<file path="src/rtl/imem_loader_pkg.sv">
// Shared types and constants for the instruction-memory loader.
package imem_loader_pkg;

    typedef enum logic [2:0] {
        IDLE,
        SYNC,
        LEN_H,
        LEN_L,
        DATA,
        CHK,
        DONE,
        ERR
    } state_t;

    localparam logic [7:0] SYNC_BYTE_DEF = 8'hA5;

    typedef logic [15:0] len_t;

    // States in which the loader takes bytes from the host link.
    function automatic logic accepts_bytes(state_t s);
        return (s inside {SYNC, LEN_H, LEN_L, DATA, CHK});
    endfunction

endpackage

</file>
<file path="src/rtl/imem_loader_if.sv">
// Byte stream from the host link bridge into the loader (valid/ready).
interface imem_loader_if;
    logic       s_valid;
    logic [7:0] s_data;
    logic       s_ready;

    modport master (
        output s_valid,
        output s_data,
        input  s_ready
    );

    modport slave (
        input  s_valid,
        input  s_data,
        output s_ready
    );
endinterface

</file>
<file path="src/rtl/imem_loader_chk.sv">
// Running 8-bit XOR of the payload; clear has priority over enable.
module loader_chk (
    input  logic       clk,
    input  logic       rst,
    input  logic       clr,
    input  logic       en,
    input  logic [7:0] din,
    output logic [7:0] acc
);

    always_ff @(posedge clk or negedge rst) begin
        if (!rst) begin
            acc <= 8'h00;
        end else if (clr) begin
            acc <= 8'h00;
        end else if (en) begin
            acc <= acc ^ din;
        end
    end

endmodule

</file>
<file path="src/rtl/imem_loader.sv">
// Loads a framed program image from the host byte stream into instruction memory
// and keeps the core halted until a checksum-verified image is in place.
//
//  state | meaning
//  IDLE  | after reset, waiting for start
//  SYNC  | hunting for the frame marker, other bytes dropped
//  LEN_H | expecting payload length high byte
//  LEN_L | expecting payload length low byte, range check
//  DATA  | writing payload bytes to memory
//  CHK   | expecting XOR checksum byte
//  DONE  | image good, core released
//  ERR   | image rejected, core held
module imem_loader
    import imem_loader_pkg::*;
#(
    parameter int         ADDR_W    = 8,
    parameter int         DEPTH     = 256,
    parameter int         BASE_ADDR = 0,
    parameter logic [7:0] SYNC_BYTE = SYNC_BYTE_DEF
) (
    input  logic              clk,
    input  logic              rst,
    input  logic              start,
    imem_loader_if.slave      host,
    output logic              mem_we,
    output logic [ADDR_W-1:0] mem_addr,
    output logic [7:0]        mem_wdata,
    output logic              core_hold,
    output logic              busy,
    output logic              done,
    output logic              err
);

    localparam logic [16:0]       MAX_LEN = 17'(DEPTH - BASE_ADDR);
    localparam logic [ADDR_W-1:0] BASE    = ADDR_W'(BASE_ADDR);

    state_t            state_q, state_d;
    logic [7:0]        len_hi_q;
    len_t              rem_q;
    logic [ADDR_W-1:0] addr_q;
    logic [7:0]        chk_acc;
    len_t              len_full;
    logic              ready, accept, start_ok;
    logic              chk_clr, wr, set_done, set_err;

    assign ready        = accepts_bytes(state_q);
    assign host.s_ready = ready;
    assign accept       = ready & host.s_valid;
    assign start_ok     = start & (state_q inside {IDLE, DONE, ERR});
    assign len_full     = {len_hi_q, host.s_data};
    assign busy         = ready;
    // The core may only run while the last frame is known good.
    assign core_hold    = ~done;

    loader_chk u_chk (
        .clk (clk),
        .rst (rst),
        .clr (chk_clr),
        .en  (wr),
        .din (host.s_data),
        .acc (chk_acc)
    );

    always_ff @(posedge clk or negedge rst) begin
        if (!rst) begin
            state_q <= IDLE;
        end else begin
            state_q <= state_d;
        end
    end

    always_comb begin
        state_d  = state_q;
        chk_clr  = 1'b0;
        wr       = 1'b0;
        set_done = 1'b0;
        set_err  = 1'b0;
        case (state_q)
            IDLE, DONE, ERR: begin
                if (start_ok) state_d = SYNC;
            end
            SYNC: begin
                if (accept && host.s_data == SYNC_BYTE) begin
                    state_d = LEN_H;
                    chk_clr = 1'b1;
                end
            end
            LEN_H: begin
                if (accept) state_d = LEN_L;
            end
            LEN_L: begin
                if (accept) begin
                    if ({1'b0, len_full} > MAX_LEN) begin
                        state_d = ERR;
                        set_err = 1'b1;
                    end else if (len_full == 16'd0) begin
                        state_d = CHK;
                    end else begin
                        state_d = DATA;
                    end
                end
            end
            DATA: begin
                if (accept) begin
                    wr = 1'b1;
                    if (rem_q == 16'd1) state_d = CHK;
                end
            end
            CHK: begin
                if (accept) begin
                    if (host.s_data == chk_acc) begin
                        state_d  = DONE;
                        set_done = 1'b1;
                    end else begin
                        state_d = ERR;
                        set_err = 1'b1;
                    end
                end
            end
            default: state_d = IDLE;
        endcase
    end

    always_ff @(posedge clk or negedge rst) begin
        if (!rst) begin
            mem_we    <= 1'b0;
            mem_addr  <= '0;
            mem_wdata <= 8'h00;
            addr_q    <= '0;
            rem_q     <= '0;
            len_hi_q  <= 8'h00;
            done      <= 1'b0;
            err       <= 1'b0;
        end else begin
            mem_we <= wr;
            if (wr) begin
                mem_addr  <= addr_q;
                mem_wdata <= host.s_data;
                addr_q    <= addr_q + ADDR_W'(1);
                rem_q     <= rem_q - 16'd1;
            end
            if (chk_clr) addr_q <= BASE;
            if (state_q == LEN_H && accept) len_hi_q <= host.s_data;
            // rem_q is a down-counter; the byte accepted with rem_q==1 is the last one.
            if (state_q == LEN_L && accept) rem_q <= len_full;
            if (start_ok) begin
                done <= 1'b0;
                err  <= 1'b0;
            end
            if (set_done) done <= 1'b1;
            if (set_err)  err  <= 1'b1;
        end
    end

endmodule

</file>
<file path="src/flat_wrapper.sv">
// flat-port wrapper written by rule: the top's interface ports become plain ports
module imem_loader_flat import imem_loader_pkg::*;
#(
    parameter int         ADDR_W    = 8,
    parameter int         DEPTH     = 256,
    parameter int         BASE_ADDR = 0,
    parameter logic [7:0] SYNC_BYTE = SYNC_BYTE_DEF
)
  (clk, rst, start, mem_we, mem_addr, mem_wdata, core_hold, busy, done, err, host_s_valid, host_s_data, host_s_ready);
  imem_loader_if host_i ();
  input  logic clk;
  input  logic rst;
  input  logic start;
  output logic mem_we;
  output logic [ADDR_W-1:0] mem_addr;
  output logic [7:0] mem_wdata;
  output logic core_hold;
  output logic busy;
  output logic done;
  output logic err;
  input wire logic [$bits(host_i.s_valid)-1:0] host_s_valid;
  input wire logic [$bits(host_i.s_data)-1:0] host_s_data;
  output wire logic [$bits(host_i.s_ready)-1:0] host_s_ready;
  assign host_i.s_valid = host_s_valid;
  assign host_i.s_data = host_s_data;
  assign host_s_ready = host_i.s_ready;
  imem_loader #(.ADDR_W(ADDR_W), .DEPTH(DEPTH), .BASE_ADDR(BASE_ADDR), .SYNC_BYTE(SYNC_BYTE)) u_core (.clk(clk), .rst(rst), .start(start), .host(host_i), .mem_we(mem_we), .mem_addr(mem_addr), .mem_wdata(mem_wdata), .core_hold(core_hold), .busy(busy), .done(done), .err(err));
endmodule
</file>
<file path="config.mk">
export PLATFORM = sky130hd
export DESIGN_NAME = imem_loader_flat
export DESIGN_NICKNAME = d
export VERILOG_FILES = /design/src/rtl/imem_loader_pkg.sv /design/src/rtl/imem_loader_if.sv /design/src/rtl/imem_loader_chk.sv /design/src/rtl/imem_loader.sv /design/src/flat_wrapper.sv
export SDC_FILE = /design/constraint.sdc
export NUM_CORES = 1
export LEC_CHECK = 0
export CAP_MARGIN = 20
export CORE_MARGIN = 4
export CORE_UTILIZATION = 35
export CTS_BUF_LIST = sky130_fd_sc_hd__clkbuf_8
export CTS_CLUSTER_DIAMETER = 50
export DETAILED_ROUTE_END_ITERATION = 16
export GPL_TIMING_DRIVEN = 0
export SYNTH_ARGS = -nofsm -noshare
export SYNTH_HDL_FRONTEND = slang
export SYNTH_SLANG_ARGS = --single-unit
</file>
<file path="constraint.sdc">
create_clock -name clk -period 2.62 [get_ports clk]
set_input_delay 0.655 -clock clk [delete_from_list [all_inputs] [get_ports clk]]
set_output_delay 0.655 -clock clk [all_outputs]
set_load 0.03 [all_outputs]
</file>
==> qor.yml, run 1 <==
sta:
  setup_viol: 0
  slew_headroom_pct: 46.8
  fmax_mhz: 421
  hold_violations: 0
  final-max-slew-violation-count: 0
  fin_worst_skew_ns: 0.00651
  period_minus_slack_ns: 2.37
  rsz0062_at_grt: "false"
  finalCritPeriodShare_pct: 90.6
  worstMarginPinSlew_ns: 0.797
cells_and_area:
  area_delta_synth_final_pct: 22.0
  final_net_count: 372
  drive_gt1_share_pct: 9.12
  final_area_um2: 3700
  antenna_cells: 0
  seq_area_um2: 1550
  multi_input_comb_area_um2: 1380
  nFillCells: 792
critical_path:
  rr_worst_depth: 6
  crit_end: "u_core.state_q[0]"
  r2r_start: "u_core.state_q[1]"
  crit_type: "in -> reg"
  r2r-end: "u_core.mem_wdata[3]"
  required_ns: 2.84
  critPathArrivalTime_ns: 2.59
  r2r_slack_ns: 0.35
  critPathMaxFanout: 6
  end_kind: "register"
  crit_path_start_kind: "primary input"
  critPathLaunch: "host_s_data[1]"
yosys:
  yosys_warnings: 0
  yosys-top-cells-area: "dfrtp_1 51%, nand2_1 9.2%, xor2_1 4.0%"
  syn_area_um2: 3030
  synthCells: 315
  ys_types: 43
  yosysTopAreaCell: "dfrtp_1"
  synth_top_area_share_pct: 51.2
  ys_seq_elements: 62
  syn-num-nets: 330
  syn_area_per_cell_um2: 9.62
  ys_seq_area_share_pct: 51.2
global_route:
  grt_max_degree: 63
  antenna_found_initial: 0
  gr-usage-all-layers_pct: 15.4
  grt_pass1_wl_mm: 12.4
  grt.overflow.total: 0
  first_global_vias: 2526
place:
  port_buffers: 32
  place_congestion: 0.814
  placed_area_um2: 3480
  hpwlAfterDp_mm: 5.01
floorplan:
  dieArea_um2: 10200
  fp.dieH_um: 101
  rows: 33
  start_util_pct: 36.5
  fp.dieW_um: 101
  core_um2: 8300
  io_pins: 34
power:
  pwr-share-comb_pct: 37.2
  powerDensity_nw_per_um2: 1110
  p_leak_uw: 0.00163
  ir_worst_vdd_mv: 0.631
  seq_power_share_pct: 40.2
  clkPwrFrac_pct: 22.5
  p_sw_uw: 1520
  power_switching_share_pct: 37.1
  p_total_uw: 4100
  p_int_uw: 2580
routing:
  first_iter_violations: 132
  vias: 2418
  wl_per_cell_um: 15.3
  vias_per_cell: 5.18
  wirelength_mm: 7.14
  drc_errors: 0
  drtAntennaViolNets: 0
  first_pass_iters: 4
cts:
  post_cts_buffers: 0
  tritoncts: "done"
  htree_levels: 3
  root_buffer: "clkbuf_8"
  numCtsBuffers: 9
  insertion_delay_ns: 0.34
  clk_pin_slew_worst_paths_ns: 0.07
  cts_buffer_depth: 2
  cts_hold_buf: 0
  cts_sinks: 62
outcome:
  status: "finished clean"
worst_hold_path:
  min_path_type: "in -> async"
run:
  drv_cap: 0
[Yosys cell counts (all sizes together)]
| library cell | count |
|---|---|
| nand3 | 9 |
| and2 | 2 |
| mux2i | 2 |
| buf | 7 |
| o32a | 1 |
| o211ai | 11 |
| mux2 | 8 |
| ha | 3 |
| xor2 | 14 |
| a211o | 1 |
| a22o | 1 |
| nand3b | 1 |
| clkbuf | 9 |
| xnor2 | 11 |
| nand2 | 74 |
| a21bo | 1 |
| a21oi | 6 |
| and3 | 4 |
| nor2 | 22 |
| o311ai | 3 |
| or3b | 1 |
| inv | 8 |
| nor3 | 4 |
| or4 | 4 |
| nor3b | 3 |
| nand4 | 3 |
| o221ai | 1 |
| dfrtp | 62 |
| a32o | 1 |
| nand4b | 1 |
| o31ai | 1 |
| o21ai | 9 |
| nand4bb | 1 |
| a22oi | 1 |
| or3 | 8 |
| nor2b | 3 |
| a221o | 5 |
| nand2b | 1 |
| nor4 | 7 |
| a31oi | 1 |
[layer usage]
| metal | global-route usage (%) | vias up | part of all wire (%) |
|---|---|---|---|
| met5 | 0 | - | 0 |
| met4 | 7.46 | 0 | 3.0 |
| met3 | 3.11 | 17 | 3.6 |
| met2 | 23.1 | 43 | 45 |
| met1 | 21.1 | 1176 | 48 |
| li1 | - | 1182 | - |
[through the flow]
stage	setup TNS (ns)	utilization (%)	std cells	hold WS (ns)	worst slack [ns]
after floorplan	0	-	315	0.359	0.398
after global placement	-76.88	42.0	452	0.463	-1.21
after detailed placement	-1.77	41.9	452	0.463	-0.181
after CTS	0	44.5	467	0.423	0.0593
after global routing	0	44.6	467	0.452	0.0595
final	0	44.6	467	0.394	0.247
[cell usage in the layout (no fill, tap or decap), types with 7 or more instances in the layout]
| master | instances |
|---|---|
| clkbuf_1 | 7 |
| clkbuf_8 | 10 |
| clkdlybuf4s50_1 | 29 |
| dfrtp_1 | 61 |
| inv_1 | 11 |
| mux2_2 | 8 |
| nand2_1 | 74 |
| nand3_1 | 9 |
| nor2_1 | 22 |
| nor4_1 | 7 |
| o211ai_1 | 11 |
| o21ai_0 | 9 |
| or3_1 | 8 |
| xnor2_1 | 11 |
| xor2_1 | 14 |
[registers in the layout, summed over array words and instances (netlist names)]
register	flops
u_core.state_q	3
u_core.addr_q	8
u_core.mem_wdata	8
u_core.len_hi_q	8
u_core.rem_q	16
u_core.u_chk.acc	8
u_core.done	1
u_core.mem_addr	8
u_core.mem_we	1
u_core.err	1
[power groups by stage]
| stage | Combinational (µW) | Sequential (µW) | Clock (µW) |
|---|---|---|---|
| 2_1_floorplan | 941 | 1750 | 0 |
| 3_3_place_gp | 1540 | 1630 | 0 |
| 3_5_place_dp | 1560 | 1650 | 0 |
| 4_1_cts | 1550 | 1650 | 943 |
| 5_1_grt | 1700 | 1700 | 998 |
| 6_report | 1530 | 1650 | 925 |
[how the worst min path moves through the flow]
| stage | to | from | cells past startpoint |
|---|---|---|---|
| finish | u_core.rem_q[14] | rst | 1 |
| global route | u_core.len_hi_q[5] | rst | 1 |
| CTS | u_core.rem_q[13] | rst | 1 |
| detailed placement | u_core.mem_wdata[0] | u_core.mem_wdata[0] | 2 |
| global placement | u_core.mem_wdata[1] | u_core.mem_wdata[1] | 2 |
| floorplan | u_core.addr_q[0] | rst | 0 |
[layout make-up]
type | count | share of cell area, %
flip-flops and latches | 62 | 42.0
multi-input cells | 229 | 37.4
repair buffers | 32 | 8.63
clock buffers | 10 | 3.72
well taps | 105 | 3.55
clock inverters | 6 | 2.13
plain buffers | 15 | 1.79
inverters | 8 | 0.812
[cells by family after synthesis]
group,synth area share [%]
flip-flops,51.2
buffers and inverters,3.22
XOR/XNOR,7.23
adder cells (fa/ha/maj),1.24
AND/OR/NAND/NOR,23.2
AO/OA/AOI/OAI,10.3
multiplexers,3.63
[timing repair]
item | in CTS | in global routing
gates resized for setup | 3 | 3
endpoints found under the setup margin | 2 | 10
hold endpoints to repair | 0 | 0
gates cloned | 0 | 0
[worst max-delay path, stage by stage]
cell             delay (ns)
clkdlybuf4s50_1        0.55
or4_1                  0.58
o31ai_1                0.27
nand3_1                0.16
o32a_1                 0.37
(Power assumes the default switching activity.)
==> inputs of run 2 (changes only) <==
--- a/config.mk
+++ b/config.mk
@@ -5,7 +5,8 @@
 export SDC_FILE = /design/constraint.sdc
 export NUM_CORES = 1
 export LEC_CHECK = 0
-export CAP_MARGIN = 20
+export ABC_AREA = 1
+export CAP_MARGIN = 25
 export CORE_MARGIN = 4
 export CORE_UTILIZATION = 35
 export CTS_BUF_LIST = sky130_fd_sc_hd__clkbuf_8
==> qor.yml, run 2 <==
floorplan:
  fp.dieW_um: 106  # +4.9%
  fp.dieH_um: 106  # +4.9%
  core_um2: 9280  # +12%
  rows: 35  # +6.1%
  dieArea_um2: 11200  # +10%
  io_pins: 34  # unchanged
  start_util_pct: 36.2  # -0.30 points
yosys:
  yosys-top-cells-count: "139 x nand2_1, 62 x dfrtp_1, 59 x inv_1"
  synthArstFlopShare_pct: 100  # unchanged
  syn_area_um2: 3360  # +11%
  yosysTopAreaCell: "dfrtp_1"
  synth-main-ff-cell: "dfrtp_1"
  synth_top_area_share_pct: 46.1  # -5.0 points
  syn_area_per_cell_um2: 7.55  # -21%
  yosys_warnings: 0  # unchanged
  ys_seq_elements: 62  # unchanged
  synthCells: 445  # +41%
  yosys-top-cells-area: "dfrtp_1 46%, nand2_1 16%, inv_1 6.6%"
  synth_edf_count: 0  # unchanged
  syn-num-nets: 460  # +39%
  ys_types: 32  # -26%
  ys_seq_area_share_pct: 46.1  # -5.0 points
  synth_most_common_cell: "nand2_1"
cts:
  tritoncts: "done"
  htree_levels: 3  # unchanged
  cts_hold_buf: 0  # unchanged
  cts_buffer_depth: 2  # unchanged
  clk_pin_slew_worst_paths_ns: 0.07  # about the same
  numCtsBuffers: 9  # unchanged
  cts_sinks: 62  # unchanged
  root_buffer: "clkbuf_8"
  insertion_delay_ns: 0.33  # about the same
power:
  clkPwrFrac_pct: 19.8  # -2.7 points
  p_int_uw: 2720  # +5.3%
  p_leak_uw: 0.00206  # +27%
  ir_worst_vdd_mv: 0.472  # -25%
  seq_power_share_pct: 35.4  # -4.8 points
  p_sw_uw: 2060  # +35%
  p_total_uw: 4780  # +16%
  pwr-share-comb_pct: 44.8  # +7.6 points
  powerDensity_nw_per_um2: 1170  # +5.6%
  power_switching_share_pct: 43.1  # +6.0 points
routing:
  drtAntennaViolNets: 0  # unchanged
  first_iter_violations: 141  # +6.8%
  first_pass_iters: 6  # +2
  wl_per_cell_um: 13.3  # -13%
  vias: 2930  # +21%
  drc_errors: 0  # unchanged
  vias_per_cell: 4.70  # -9.2%
  wirelength_mm: 8.29  # +16%
place:
  placed_area_um2: 3850  # +11%
  place_congestion: 0.869  # +6.7%
  hpwlAfterDp_mm: 6.07  # +21%
  port_buffers: 33  # +3.1%
sta:
  holdWs_ns: 0.395  # +0.000808 ns
  period_minus_slack_ns: 2.38  # +0.00923 ns
  final-max-slew-violation-count: 0  # unchanged
  worstMarginPinSlew_ns: 0.824  # +0.0263 ns
  tns_ns: 0  # unchanged
  rsz0062_at_grt: "false"
  fmax_mhz: 420  # -0.39%
  finalCritPeriodShare_pct: 90.9  # +0.35 points
  slew_headroom_pct: 45.1  # -1.8 points
  setup_viol: 0  # unchanged
  fin_worst_skew_ns: 0.00677  # +0.000257 ns
  hold_violations: 0  # unchanged
cells_and_area:
  drive_gt1_share_pct: 8.50  # -0.61 points
  antenna_cells: 0  # unchanged
  layout_commonest_cell: "nand2_1"
  largest_reg_flops: 16  # unchanged
  regMostFlops: "u_core.rem_q"
  final_area_um2: 4070  # +10%
  fin_util_pct: 43.9  # -0.67 points
  mostFrequentLayoutCells: "139 x nand2_1, 62 x dfrtp_1, 59 x inv_1, 57 x nor2_1, 30 x clkdlybuf4s50_1"
  seq_area_um2: 1550  # about the same
  multi_input_comb_area_um2: 1510  # +9.2%
  nFillCells: 999  # +26%
  final_net_count: 504  # +35%
  area_delta_synth_final_pct: 21.2
global_route:
  first_global_vias: 2927  # +16%
  gr-usage-all-layers_pct: 15.6  # +0.26 points
  grt_max_degree: 63  # unchanged
  antenna_found_initial: 0  # unchanged
  grt_pass1_wl_mm: 13.9  # +12%
  grt.overflow.total: 0  # unchanged
critical_path:
  end_kind: "output pin"
  required_ns: 1.97  # -0.87 ns
  crit_type: "reg -> out"
  crit_path_start_kind: "register"
  critPathMaxFanout: 6  # unchanged
  critPathArrivalTime_ns: 1.73  # -0.86 ns
worst_hold_path:
  min_path_type: "in -> async"
run:
  drv_cap: 0  # unchanged
outcome:
  status: "finished clean"
-- run 2: metal layers --
metal  up-vias  wire length [µm]  track usage (%)
li1       1480                 -                -
met1      1384              3840             20.3
met2        57              4030             24.9
met3         9               319             3.28
met4         0               101             7.49
met5         -                 0                0
-- run 2: final cells by class --
cell class / instances / area share (%)
Clock buffer: 9 / 3.04
Multi-Input combinational cell: 311 / 37.0
Tap cell: 129 / 3.96
Buffer: 10 / 1.63
Clock inverter: 7 / 2.40
Timing Repair Buffer: 33 / 8.08
Inverter: 62 / 5.77
Sequential cell: 62 / 38.1
-- run 2: final timing paths --
kind                       cells past startpoint  slack (ns)                  end                start
max reg2reg                                    8        1.01     u_core.rem_q[15]      u_core.rem_q[2]
max                                            6        0.24         host_s_ready    u_core.state_q[1]
min                                            1        0.39        u_core.mem_we                  rst
min reg2reg                                    2        0.49  u_core.mem_wdata[7]  u_core.mem_wdata[7]
min in group clk                               2        0.49  u_core.mem_wdata[7]  u_core.mem_wdata[7]
max in group asynchronous                      1        1.67     u_core.addr_q[1]                  rst
-- run 2: critical path, stage by stage (launching register included) --
cell,delay [ns]
dfrtp_1,0.48
nor2_1,0.18
nand2_1,0.08
nand2_2,0.10
inv_1,0.08
buf_4,0.13
dlygate4sd2_1,0.34
-- run 2: cell families after synthesis --
logic type,synth area share [%]
compound gates,9.01
xor+xnor,4.69
fa+ha+maj,1.12
buf+inv,8.97
flops,46.1
simple gates,30.1
-- run 2: timing repair --
item                                    4_1_cts  5_1_grt
endpoints found under the setup margin        1        1
buffers inserted                              0        0
resized for setup                             1        1
-- run 2: stage by stage --
step	instances	setup slack, ns
floorplan	445	0.840
global placement	607	-1.26
detailed placement	607	0.296
CTS	623	0.0456
global route	623	0.130
finish	623	0.238
-- run 2: power by group through the flow --
stage / Combinational, µW / Clock [µW] / Sequential, µW
2_1_floorplan: 1340 / 0 / 1850
3_3_place_gp: 2100 / 0 / 1690
3_5_place_dp: 2150 / 0 / 1700
4_1_cts: 2160 / 968 / 1690
5_1_grt: 2410 / 1020 / 1740
6_report: 2140 / 944 / 1690
==> inputs of run 3 (changes only) <==
--- a/config.mk
+++ b/config.mk
@@ -15,4 +15,6 @@
 export GPL_TIMING_DRIVEN = 0
 export SYNTH_ARGS = -nofsm -noshare
 export SYNTH_HDL_FRONTEND = slang
+export SYNTH_HIERARCHICAL = 1
 export SYNTH_SLANG_ARGS = --single-unit
+export TNS_END_PERCENT = 100
==> qor.yml, run 3 <==
outcome:
  status: "finished clean"
power:
  seq_power_share_pct: 38.2  # +2.8 points
  ir_worst_vdd_mv: 0.465  # -1.3%
  power_switching_share_pct: 42.9  # -0.19 points
  p_leak_uw: 0.00202  # -1.9%
  p_sw_uw: 1890  # -8.2%
  pwr-share-comb_pct: 42.5  # -2.3 points
  powerDensity_nw_per_um2: 1080  # -7.9%
  p_int_uw: 2520  # -7.5%
  clkPwrFrac_pct: 19.3  # -0.5 points
cells_and_area:
  layout_commonest_cell: "nand2_1"
  largest_reg_flops: 16  # unchanged
  final_area_um2: 4080  # +0.15%
  final_net_count: 525  # +4.2%
  area_delta_synth_final_pct: 20.4
  regMostFlops: "u_core/rem_q"
  antenna_cells: 0  # unchanged
  nFillCells: 951  # -4.8%
  mostFrequentLayoutCells: "144 x nand2_1, 62 x dfrtp_1, 59 x inv_1, 56 x nor2_1, 31 x clkdlybuf4s50_1"
  drive_gt1_share_pct: 8.54  # +0.042 points
  fin_util_pct: 43.7  # -0.14 points
global_route:
  grt.overflow.total: 0  # unchanged
  antenna_found_initial: 0  # unchanged
  gr-usage-all-layers_pct: 16.0  # +0.42 points
  grt_pass1_wl_mm: 14.4  # +3.2%
  first_global_vias: 2914  # -0.44%
  grt_max_degree: 63  # unchanged
sta:
  slew_headroom_pct: 45.9  # +0.83 points
  holdWs_ns: 0.391  # -0.00333 ns
  tns_ns: 0  # unchanged
  fmax_mhz: 404  # -3.9%
  setup_viol: 0  # unchanged
  rsz0062_at_grt: "false"
  period_minus_slack_ns: 2.48  # +0.0961 ns
  hold_violations: 0  # unchanged
  final-max-slew-violation-count: 0  # unchanged
  worstMarginPinSlew_ns: 0.811  # -0.0125 ns
  final.setup.worst_slack_ns: 0.142  # -0.0961 ns
  finalCritPeriodShare_pct: 94.6  # +3.7 points
  fin_worst_skew_ns: 0.00719  # +0.000422 ns
cts:
  numCtsBuffers: 9  # unchanged
  tritoncts: "done"
  insertion_delay_ns: 0.34  # about the same
  cts_hold_buf: 0  # unchanged
  root_buffer: "clkbuf_8"
  cts_buffer_depth: 2  # unchanged
  ctsResizeCount: 0  # -1
  htree_levels: 3  # unchanged
  post_cts_buffers: 0  # unchanged
  clk_pin_slew_worst_paths_ns: 0.08  # about the same
  cts_sinks: 62  # unchanged
critical_path:
  critPathMaxFanout: 5  # -1
  end_kind: "output pin"
  crit_type: "reg -> out"
  r2r_start: "u_core/state_q[0]"
  required_ns: 1.97  # about the same
  critPathLaunch: "u_core/state_q[1]"
  critPathArrivalTime_ns: 1.82  # +0.09 ns
  crit_path_start_kind: "register"
floorplan:
  core_um2: 9330  # +0.47%
  io_pins: 34  # unchanged
  rows: 35  # unchanged
  start_util_pct: 36.3  # +0.13 points
  dieArea_um2: 11300  # +0.76%
  fp.dieH_um: 106  # +0.38%
  fp.dieW_um: 106  # +0.38%
yosys:
  yosys_warnings: 6  # +6
  synthSimpleGateAreaFrac_pct: 31.4  # +1.3 points
  synth_edf_count: 0  # unchanged
  yosys-top-cells-area: "dfrtp_1 46%, nand2_1 16%, inv_1 6.5%"
  yosysTopAreaCell: "dfrtp_1"
  ys_seq_area_share_pct: 45.8  # -0.37 points
  syn-num-nets: 481  # +4.6%
  synth-adder-area-share_pct: 1.11  # -0.0091 points
  synth_most_common_cell: "nand2_1"
  syn_area_per_cell_um2: 7.27  # -3.7%
  synth_top_area_share_pct: 45.8  # -0.37 points
  syn_area_um2: 3390  # +0.82%
  yosys-top-cells-count: "144 x nand2_1, 62 x dfrtp_1, 59 x inv_1"
  synth.area.mux_share_pct: 0  # unchanged
  ys_seq_elements: 62  # unchanged
  synth_top_family_by_area: "simple AND/OR/NAND/NOR gates"
  synth-xor-area-share_pct: 0.517  # -4.2 points
  synth-main-ff-cell: "dfrtp_1"
  synthCells: 466  # +4.7%
  ys_types: 30  # -6.3%
  synthArstFlopShare_pct: 100  # unchanged
  synth-compound-area-share_pct: 11.2  # +2.2 points
routing:
  vias_per_cell: 4.85  # +3.0%
  wirelength_mm: 8.60  # +3.7%
  first_iter_violations: 238  # +69%
  drc_errors: 0  # unchanged
  drtAntennaViolNets: 0  # unchanged
  vias: 3121  # +6.5%
  wl_per_cell_um: 13.4  # +0.32%
  first_pass_iters: 5  # -1
place:
  port_buffers: 33  # unchanged
  placed_area_um2: 3880  # +0.71%
  place_congestion: 0.908  # +4.5%
  dp_slack_ns: 0.189  # -0.106 ns
  hpwlAfterDp_mm: 6.25  # +3.0%
run:
  drv_cap: 0  # unchanged
worst_hold_path:
  min_path_type: "in -> async"
-- run 3: area by class of cell --
type / count / area (µm²) / share of cell area [%]
clock buffers: 10 / 138 / 3.37
well taps: 129 / 161 / 3.96
inverters: 64 / 241 / 5.92
clock inverters: 6 / 61.3 / 1.50
plain buffers: 12 / 97.6 / 2.39
repair buffers: 33 / 330 / 8.10
flip-flops and latches: 62 / 1550 / 38.0
multi-input cells: 328 / 1500 / 36.7
-- run 3: worst paths after layout --
kind	end	slack (ns)	depth (start not counted)
setup / recovery	busy	0.14	4
hold / removal	u_core/mem_we	0.39	1
setup reg to reg	u_core/u_chk/acc[6]	0.90	9
hold reg to reg	u_core/mem_addr[2]	0.48	2
max in group asynchronous	u_core/rem_q[9]	1.68	1
min in group clk	u_core/mem_addr[2]	0.48	2
-- run 3: power by group through the flow --
stage | Combinational [µW] | Clock [µW] | Sequential [µW]
final | 1870 | 851 | 1680
after global routing | 2130 | 917 | 1750
after CTS | 1880 | 868 | 1680
after detailed placement | 1870 | 0 | 1700
after global placement | 1840 | 0 | 1680
after floorplan | 1160 | 0 | 1790
-- run 3: cell families after synthesis --
kind of cell / count (synthesis)
adders and majority gates: 3
DFF: 62
AOI/OAI and AO/OA: 69
and+or+nand+nor: 254
buffers and inverters: 76
xor gates and xnor gates: 2
-- run 3: metrics by stage --
step,instances,total power [µW]
detailed placement,628,3560
CTS,644,4420
global placement,628,3520
floorplan,466,2950
finish,644,4400
global route,644,4790
-- run 3: critical path: stages, from the launching register on --
cell             delay (ns)
dfrtp_1                0.43
inv_1                  0.11
nand2_1                0.13
nand3_2                0.14
clkdlybuf4s50_1        0.68
-- run 3: layer usage --
metal | part of all wire [%] | vias up | global-route usage [%] | routed length (µm)
li1 | - | 1575 | - | -
met1 | 50 | 1438 | 22.8 | 4270
met2 | 43 | 90 | 23.9 | 3700
met3 | 4.6 | 18 | 2.98 | 394
met4 | 2.8 | 0 | 6.94 | 237
met5 | 0 | - | 0 | 0
